## src/rtl/uart_transmitter.sv

```systemverilog
// 16550-style UART transmitter: 16-entry byte FIFO feeding a start/data/parity/stop
// serialiser that advances only on the shared 16x baud strobe.
module uart_transmitter #(
    parameter int FIFO_DEPTH = 16,
    parameter int FIFO_CNT_W = 5
) (
    input  logic                  clk,
    input  logic                  wb_rst_ni,
    input  logic [7:0]            lcr,
    input  logic                  enable,
    input  logic                  tf_push,
    input  logic [7:0]            wb_dat_i,
    input  logic                  tx_reset,
    output logic                  stx_pad_o,
    output logic [FIFO_CNT_W-1:0] tf_count,
    output logic                  tf_overrun,
    output logic [2:0]            tstate
);

    localparam int PTR_W = $clog2(FIFO_DEPTH);

    typedef enum logic [2:0] {
        IDLE   = 3'd0,
        START  = 3'd1,
        DATA   = 3'd2,
        PARITY = 3'd3,
        STOP   = 3'd4
    } tx_state_e;

    logic [7:0]            fifoMem_q [FIFO_DEPTH];
    logic [PTR_W-1:0]      wrPtr_q, wrPtr_d;
    logic [PTR_W-1:0]      rdPtr_q, rdPtr_d;
    logic [FIFO_CNT_W-1:0] count_q, count_d;
    logic                  overrun_q, overrun_d;

    tx_state_e             state_q, state_d;
    logic [4:0]            cnt_q, cnt_d;
    logic [2:0]            bitCnt_q, bitCnt_d;
    logic [7:0]            shift_q, shift_d;
    logic [5:0]            lcr_q, lcr_d;
    logic                  parity_q, parity_d;
    logic                  stx_q, stx_d;

    logic                  pop, pushOk, fifoFull;
    logic [7:0]            head, maskedHead;
    logic [4:0]            stopLen;
    logic                  unusedLcrBit;

    assign unusedLcrBit = lcr[7];

    assign fifoFull = (count_q == FIFO_CNT_W'(FIFO_DEPTH));
    assign head     = fifoMem_q[rdPtr_q];
    assign pop      = (state_q == IDLE) && enable && (count_q != '0) && !tx_reset;
    // A pop on the same clock frees a slot, so a push into a full FIFO still lands.
    assign pushOk   = tf_push && !tx_reset && (!fifoFull || pop);

    always_comb begin
        case (lcr[1:0])
            2'b00:   maskedHead = head & 8'h1F;
            2'b01:   maskedHead = head & 8'h3F;
            2'b10:   maskedHead = head & 8'h7F;
            default: maskedHead = head;
        endcase
    end

    assign stopLen = !lcr_q[2] ? 5'd15 : ((lcr_q[1:0] == 2'b00) ? 5'd23 : 5'd31);

    always_ff @(posedge clk) begin
        if (pushOk) begin
            fifoMem_q[wrPtr_q] <= wb_dat_i;
        end
    end

    always_comb begin
        wrPtr_d   = wrPtr_q;
        rdPtr_d   = rdPtr_q;
        count_d   = count_q;
        overrun_d = overrun_q;
        if (tx_reset) begin
            wrPtr_d   = '0;
            rdPtr_d   = '0;
            count_d   = '0;
            overrun_d = 1'b0;
        end else begin
            if (pushOk) begin
                wrPtr_d = wrPtr_q + 1'b1;
            end
            if (pop) begin
                rdPtr_d = rdPtr_q + 1'b1;
            end
            if (pushOk && !pop) begin
                count_d = count_q + 1'b1;
            end else if (!pushOk && pop) begin
                count_d = count_q - 1'b1;
            end
            if (tf_push && fifoFull && !pop) begin
                overrun_d = 1'b1;
            end
        end
    end

    always_comb begin
        state_d  = state_q;
        cnt_d    = cnt_q;
        bitCnt_d = bitCnt_q;
        shift_d  = shift_q;
        lcr_d    = lcr_q;
        parity_d = parity_q;
        stx_d    = 1'b1;

        case (state_q)
            IDLE: begin
                if (pop) begin
                    state_d  = START;
                    shift_d  = head;
                    lcr_d    = lcr[5:0];
                    parity_d = lcr[5] ? ~lcr[4] : (lcr[4] ? ^maskedHead : ~^maskedHead);
                    cnt_d    = 5'd15;
                end
            end
            START: begin
                if (enable) begin
                    if (cnt_q == 5'd0) begin
                        state_d  = DATA;
                        bitCnt_d = {1'b1, lcr_q[1:0]};
                        cnt_d    = 5'd15;
                    end else begin
                        cnt_d = cnt_q - 5'd1;
                    end
                end
            end
            DATA: begin
                if (enable) begin
                    if (cnt_q == 5'd0) begin
                        shift_d = {1'b0, shift_q[7:1]};
                        cnt_d   = 5'd15;
                        if (bitCnt_q == 3'd0) begin
                            if (lcr_q[3]) begin
                                state_d = PARITY;
                            end else begin
                                state_d = STOP;
                                cnt_d   = stopLen;
                            end
                        end else begin
                            bitCnt_d = bitCnt_q - 3'd1;
                        end
                    end else begin
                        cnt_d = cnt_q - 5'd1;
                    end
                end
            end
            PARITY: begin
                if (enable) begin
                    if (cnt_q == 5'd0) begin
                        state_d = STOP;
                        cnt_d   = stopLen;
                    end else begin
                        cnt_d = cnt_q - 5'd1;
                    end
                end
            end
            STOP: begin
                if (enable) begin
                    if (cnt_q == 5'd0) begin
                        state_d = IDLE;
                    end else begin
                        cnt_d = cnt_q - 5'd1;
                    end
                end
            end
            default: state_d = IDLE;
        endcase

        // The line is registered from the next-state view so it changes on the entering edge.
        case (state_d)
            START:   stx_d = 1'b0;
            DATA:    stx_d = shift_d[0];
            PARITY:  stx_d = parity_d;
            default: stx_d = 1'b1;
        endcase
        if (lcr[6]) begin
            stx_d = 1'b0;
        end

        if (tx_reset) begin
            state_d  = IDLE;
            cnt_d    = '0;
            bitCnt_d = '0;
            shift_d  = '0;
            stx_d    = 1'b1;
        end
    end

    always_ff @(posedge clk or negedge wb_rst_ni) begin
        if (!wb_rst_ni) begin
            wrPtr_q   <= '0;
            rdPtr_q   <= '0;
            count_q   <= '0;
            overrun_q <= 1'b0;
            state_q   <= IDLE;
            cnt_q     <= '0;
            bitCnt_q  <= '0;
            shift_q   <= '0;
            lcr_q     <= '0;
            parity_q  <= 1'b0;
            stx_q     <= 1'b1;
        end else begin
            wrPtr_q   <= wrPtr_d;
            rdPtr_q   <= rdPtr_d;
            count_q   <= count_d;
            overrun_q <= overrun_d;
            state_q   <= state_d;
            cnt_q     <= cnt_d;
            bitCnt_q  <= bitCnt_d;
            shift_q   <= shift_d;
            lcr_q     <= lcr_d;
            parity_q  <= parity_d;
            stx_q     <= stx_d;
        end
    end

    assign stx_pad_o  = stx_q;
    assign tf_count   = count_q;
    assign tf_overrun = overrun_q;
    assign tstate     = state_q;

endmodule

```

## config.mk

```make
export PLATFORM = sky130hd
export DESIGN_NAME = uart_transmitter
export DESIGN_NICKNAME = d
export VERILOG_FILES = /design/src/rtl/uart_transmitter.sv
export SDC_FILE = /design/constraint.sdc
export NUM_CORES = 1
export LEC_CHECK = 0
export ABC_AREA = 1
export CORE_MARGIN = 2
export CORE_UTILIZATION = 41
export CTS_CLUSTER_SIZE = 10
export DETAILED_ROUTE_END_ITERATION = 10
export GPL_TIMING_DRIVEN = 0
export SYNTH_ARGS = -nofsm -noshare
export SYNTH_HDL_FRONTEND = slang
export SYNTH_SLANG_ARGS = --single-unit
```

## constraint.sdc

```tcl
create_clock -name clk -period 4.5 [get_ports clk]
set_input_delay 1.125 -clock clk [delete_from_list [all_inputs] [get_ports clk]]
set_output_delay 1.125 -clock clk [all_outputs]
set_load 0.01 [all_outputs]
```

# Word level (Yosys, flattened, before mapping)
# Memory sizes are Yosys's and may differ from the RTL's.
# Index checks and enable logic that the tools add are counted.
# Widths: inputs -> output; s select.
classes:
  muxes: 59
  n_reduce_logical: 33
  bitwise: 1
  eq_ne: 19
  n_addsub: 6
ops:
  columns: ["operator", "count"]
  rows:
  - ["$mux 5", 16]
  - ["$mux 3", 18]
  - ["$mux 8", 4]
  - ["$ne 3x3->1 const B", 9]
  - ["$pmux 5 s5", 1]
  - ["$pmux 8 s3", 1]
  - ["$mux 4", 5]
  - ["$pmux 8 s2", 1]
  - ["$pmux 3 s5", 1]
  - ["$eq 3x2->1 const B", 4]
  - ["$mux 1", 10]
  - ["$sub 5x1->5 const B", 2]
  - ["$logic_and 1x1->1", 9]
  - ["$reduce_bool 3->1", 3]
  - ["$add 4x1->4 const B", 2]
  - ["$reduce_xnor 8->1", 1]
  - ["$reduce_xor 8->1", 1]
  - ["$reduce_and 7->1", 1]
  - ["$eq 3x1->1 const B", 2]
  - ["$logic_not 3->1", 2]
  - ["$pmux 3 s2", 1]
  - ["$reduce_and 6->1", 1]
  - ["$reduce_bool 2->1", 3]
  - ["$reduce_bool 6->1", 1]
  - ["15 further kinds", 19]
totals:
  ram_bits: 128
  n_memories: 1
  ff_bits: 39
  inputBits: 21
  output_inout_bits: 10
  word_cells: 131
mem_list:
  columns: ["memory", "words", "word_bits", "rd", "rd_ports_with_merged_regs", "wr", "line_no", "source"]
  rows:
  - ["fifoMem_q", 16, 8, 1, 0, 1, "30", "logic [7:0] fifoMem_q [FIFO_DEPTH];"]

# Longest topological paths before layout
# Gate-level depths: netlist of the first run.
logic_depth:
  depth_word: 11
  mapped_depth: 24
  ltp_nobuf: 22

# Least setup slack after synthesis of the first run
# Ideal clock, no wire load.
synth_timing:
  path_kind: "in2reg"
  from: "input enable"
  to: "register count_q[4] (netlist: tf_count[4])"
  path_buffers: 0
  t_arrival_ps: 2743
  slack_ps: 1675
  setup_ps: 82
  cell_stages: 15
  cell_sequence: "nand2_1 nor2_2 nand2_2 nand2_1 nand3_1 inv_2 nand2_2 fa_1 nand2_1 nand2_1 a21oi_1 inv_1 nand2_1 nand3_1 o22ai_1"
synth_between:
  elab_chain_cells: 8
synth_rtl:
  columns: ["item", "line_no", "source"]
  rows:
  - ["start, declared", "10", "input logic enable,"]
  - ["$logic_and 1x1->1 (*) (3 in a row)", "53", "assign pop = (state_q == IDLE) && enable && (count_q != '0) && !tx_reset;"]
  - ["$logic_or 1x1->1", "55", "assign pushOk = tf_push && !tx_reset && (!fifoFull || pop);"]
  - ["$logic_and 1x1->1", "55", null]
  - ["$logic_and 1x1->1 or $logic_not 1->1 (tied branches)", "91, 93", null]
  - ["$mux 5 or $logic_and 1x1->1 (tied branches)", "91, 93", null]
  - ["$mux 5 or $reduce_bool 3->1 (tied branches)", null, null]
  - ["end signal, assigned", "210", "count_q <= count_d;"]
  - ["end, declared", "33", "logic [FIFO_CNT_W-1:0] count_q, count_d;"]
# Every way passes the cells marked *; elsewhere a longest branch is shown, timed or not.
# A chain may end at the register's enable or synchronous reset.

# Worst setup path in the final report of the first run
layout_timing:
  from: "input enable"
  to: "memory fifoMem_q[15][2], enable pin"
layout_between:
  elab_chain_cells: 7
layout_rtl:
  columns: ["item", "line_no", "source"]
  rows:
  - ["$logic_and 1x1->1 (3 in a row)", "53", null]
  - ["$logic_or 1x1->1", "55", null]
  - ["$logic_and 1x1->1", "55", null]
  - ["$mux 1", "69", "if (pushOk) begin"]
  - ["$mux 1 (not written as such)", "70", "fifoMem_q[wrPtr_q] <= wb_dat_i;"]
  - ["end, declared", "30", null]
# Every way passes these cells.

==> results of run 1 <==
-- path summary, 6_finish.rpt --
| kind | startpoint | end | slack (ps) | depth (start not counted) |
|---|---|---|---|---|
| max in group asynchronous | wb_rst_ni | tf_count[2] | 3450 | 2 |
| worst max-delay path | enable | fifoMem_q[15][2] | 950 | 9 |
| min in group asynchronous | wb_rst_ni | tstate[0] | 570 | 1 |
| worst min register to register | lcr_q[0] | lcr_q[0] | 520 | 2 |
| worst min-delay path | lcr_q[0] | lcr_q[0] | 520 | 2 |
| worst max register to register | tstate[0] | fifoMem_q[15][2] | 1310 | 9 |
-- power breakdown --
| part | switching, mW | leakage, nW | internal (mW) | total [mW] |
|---|---|---|---|---|
| sequential | 0.0897 | 1.67 | 1.78 | 1.87 |
| combinational | 1.14 | 2.24 | 0.596 | 1.74 |
| clock | 0.624 | 0.259 | 0.762 | 1.39 |
| total | 1.86 | 4.17 | 3.13 | 4.99 |
-- cell families after synthesis --
kind of cell | count (synthesis) | share of synthesized area, %
xor+xnor | 8 | 0.848
flops | 167 | 58.3
compound gates | 79 | 5.65
simple gates | 478 | 24.0
fa+ha+maj | 13 | 2.06
buf+inv | 180 | 9.07
-- per-stage QoR --
| step | worst slack [ps] | hold slack (ps) | instances | cell area, um^2 |
|---|---|---|---|---|
| after floorplan | 1670 | 466 | 925 | 8260 |
| after global placement | 461 | 507 | 1219 | 8890 |
| after detailed placement | 467 | 503 | 1220 | 8900 |
| after CTS | 913 | 522 | 1249 | 9440 |
| after global routing | 702 | 554 | 1249 | 9440 |
| final | 949 | 523 | 1249 | 9440 |
-- synth_stat cells, types with 5 or more instances --
| cell | number | share of area [%] |
|---|---|---|
| buf_6 | 5 | 0.68 |
| dfrtp_1 | 38 | 12 |
| o22ai_1 | 9 | 0.68 |
| inv_2 | 6 | 0.27 |
| nand2_1 | 306 | 14 |
| ha_1 | 12 | 1.8 |
| a22oi_1 | 5 | 0.45 |
| nand2_2 | 5 | 0.38 |
| clkbuf_1 | 5 | 0.23 |
| o21ai_0 | 32 | 1.9 |
| edfxtp_1 | 128 | 47 |
| nand3_1 | 101 | 6.1 |
| inv_1 | 141 | 6.4 |
| a21oi_1 | 13 | 0.79 |
| buf_2 | 18 | 1.1 |
| nor2_1 | 45 | 2.0 |
-- critical path, stage by stage --
cell             delay (ps)
clkdlybuf4s50_1         550
nand2_1                  90
nor2_2                  170
nand2_2                 190
nand2_1                 100
nand3_1                 190
inv_2                   200
nand2_1                 170
nor2_1                  810
-- placed cells by master, fill, tap and decap left out, types with 3 or more instances in the layout --
cell and count:
nand2_2 5, buf_4 3, xor2_1 4, o21ai_0 32
inv_6 6, nand2_1 306, or2_0 4, buf_2 19
xnor2_1 4, o22ai_1 9, nor2_1 45, inv_1 141
o211ai_1 4, dfrtp_1 38, clkdlybuf4s50_1 28, a21oi_1 13
nand3_1 101, ha_1 12, a22oi_1 5, edfxtp_1 128
buf_6 5, nor3_1 4, inv_2 6, clkbuf_1 5
a31oi_1 4, clkbuf_16 17, or2_1 3
-- sequential cells by signal, indices dropped and copies added, names as in the netlist --
name	cells
wrPtr_q	4
fifoMem_q	128
parity_q	1
tf_count	5
stx_pad_o	1
cnt_q	5
rdPtr_q	4
tstate	3
tf_overrun	1
shift_q	8
bitCnt_q	3
lcr_q	4
-- per-layer routing --
| metal | part of all wire (%) | global-route usage, % | vias to the layer above |
|---|---|---|---|
| met5 | 0 | 0 | - |
| met4 | 1.3 | 5.24 | 0 |
| met3 | 5.1 | 4.04 | 24 |
| li1 | - | - | 3080 |
| met2 | 46 | 32.3 | 148 |
| met1 | 47 | 26.7 | 2841 |
-- area by class of cell --
| type | instances | area (um^2) | share of cell area, % |
|---|---|---|---|
| Clock inverter | 12 | 118 | 1.25 |
| Inverter | 148 | 558 | 5.91 |
| Multi-Input combinational cell | 578 | 2690 | 28.5 |
| Clock buffer | 17 | 425 | 4.50 |
| Buffer | 32 | 191 | 2.03 |
| Tap cell | 265 | 332 | 3.51 |
| Sequential cell | 167 | 4820 | 51.0 |
| Timing Repair Buffer | 30 | 305 | 3.23 |
==> flow_metrics.env, run 1 <==
export IMPL_outcome="finished clean"
export IMPL_grt_pass1_wl_mm=32.1
export IMPL_place_hpwl_mm=13.8
export IMPL_grt_pass1_vias=5791
export IMPL_synth_edf_count=128
export IMPL_synth_seq_area_share_pct=58.3
export IMPL_period_minus_slack_ps=3550
export IMPL_setup_viol=0
export IMPL_netlist_instances=925
export IMPL_postRouteAntennaNets=0
export IMPL_slew_violations=0
export IMPL_ctsHoldBuffers=0
export IMPL_synth_cell_types=42
export IMPL_cts_sinks=167
export IMPL_postCtsSetupBuffers=0
export IMPL_p_leak_nw=4.17
export IMPL_cp_required_ps=4560
export IMPL_vias=6093
export IMPL_cp_arrival_ps=3610
export IMPL_avgSynthCellArea_um2=8.93
export IMPL_initial_core_util_pct=42.2
export IMPL_clockBufferDepth=2
export IMPL_async_flop_share_pct=23.4
export IMPL_clk_pin_slew_ps=70
export IMPL_finalSetupTns_ps=0
export IMPL_num_rows=51
export IMPL_max_freq_ghz=0.282
export IMPL_grt_max_degree=28
export IMPL_relSlewSlack_pct=28.1
export IMPL_fillCellCount=1863
export IMPL_fin_crit_sh_pct=78.9
export IMPL_die_y_um=146
export IMPL_die_w_um=146
export IMPL_cts_tree="done"
export IMPL_post_drt_wl_per_cell_um=16.0
export IMPL_numCtsBuffers=17
export IMPL_core_um2=19600
export IMPL_cts_resized=0
export IMPL_die_area_um2=21300
export IMPL_rsz0062_at_grt="no"
export IMPL_diodes=0
export IMPL_synthFlopType="edfxtp_1"
export IMPL_power_density_nw_per_um2=529
export IMPL_insertion_delay_ps=440
export IMPL_synth_nets=959
export IMPL_synth_seq_cells=167
export IMPL_p_total_mw=4.99
export IMPL_worstSetupEndpointType="flip-flop"
export IMPL_drv_cap=0
export IMPL_antenna_found_initial=0
export IMPL_remaining_drc_errors=0
export IMPL_io_pins=31
export IMPL_syn_to_final_growth_pct=14.3
export IMPL_clock_skew_final_ps=11.6
export IMPL_worstPathMaxFanout=9
export IMPL_layout_drive_gt1_share_pct=7.62
export IMPL_htreeDepth=4
export IMPL_hp_class="reg -> reg"
export IMPL_clockRootBuffer="clkbuf_16"
export IMPL_critPathLaunchType="input port"
export IMPL_crit_type="in -> reg"
export IMPL_synth_area_um2=8260
export IMPL_viasPerCell=4.88
export IMPL_firstDrtPassIters=5
export IMPL_finish_utilization_pct=48.2
export IMPL_grt_overflow=0
export IMPL_fin_nets=1008
export IMPL_peakVddDrop_mv=0.279
export IMPL_hold_viol_final=0
export IMPL_drt_iter0_markers=556
export IMPL_port_buffers=29
export IMPL_yosys_warnings=0
export IMPL_routabilityCongestion=0.880
export IMPL_wl_mm=20.0
export IMPL_grt_usage_pct=19.7
export IMPL_worstMarginPinSlew_ps=1080
Note: power is estimated with default switching activity, not from simulation.
==> inputs of run 2 (changes only) <==
==> constraint.sdc (replaced) <==
create_clock -name clk -period 3.7 [get_ports clk]
set_input_delay 0.925 -clock clk [delete_from_list [all_inputs] [get_ports clk]]
set_output_delay 0.925 -clock clk [all_outputs]
set_load 0.01 [all_outputs]
==> results of run 2 <==
The final DEF is identical to that of run 1. Status: finished clean.
Among the figures that moved: setup slack after placement 467 ps -> -133 ps; setup slack after layout 949 ps -> 349 ps; hold slack 523 ps -> 375 ps; register-to-register setup slack 1310 ps -> 510 ps; total power 4.99 mW -> 6.07 mW; worst IR drop on VDD 0.279 mV -> 0.339 mV
==> inputs of run 3 (changes only) <==
--- a/config.mk
+++ b/config.mk
@@ -6,6 +6,7 @@
 export NUM_CORES = 1
 export LEC_CHECK = 0
 export ABC_AREA = 1
+export CAP_MARGIN = 20
 export CORE_MARGIN = 2
 export CORE_UTILIZATION = 41
 export CTS_CLUSTER_SIZE = 10
==> results of run 3 <==
The final DEF is identical to that of run 1. Status: finished clean.
Among the figures that moved: setup slack after placement 467 ps -> -133 ps; setup slack after layout 949 ps -> 349 ps; hold slack 523 ps -> 375 ps; register-to-register setup slack 1310 ps -> 510 ps; total power 4.99 mW -> 6.07 mW; worst IR drop on VDD 0.279 mV -> 0.339 mV
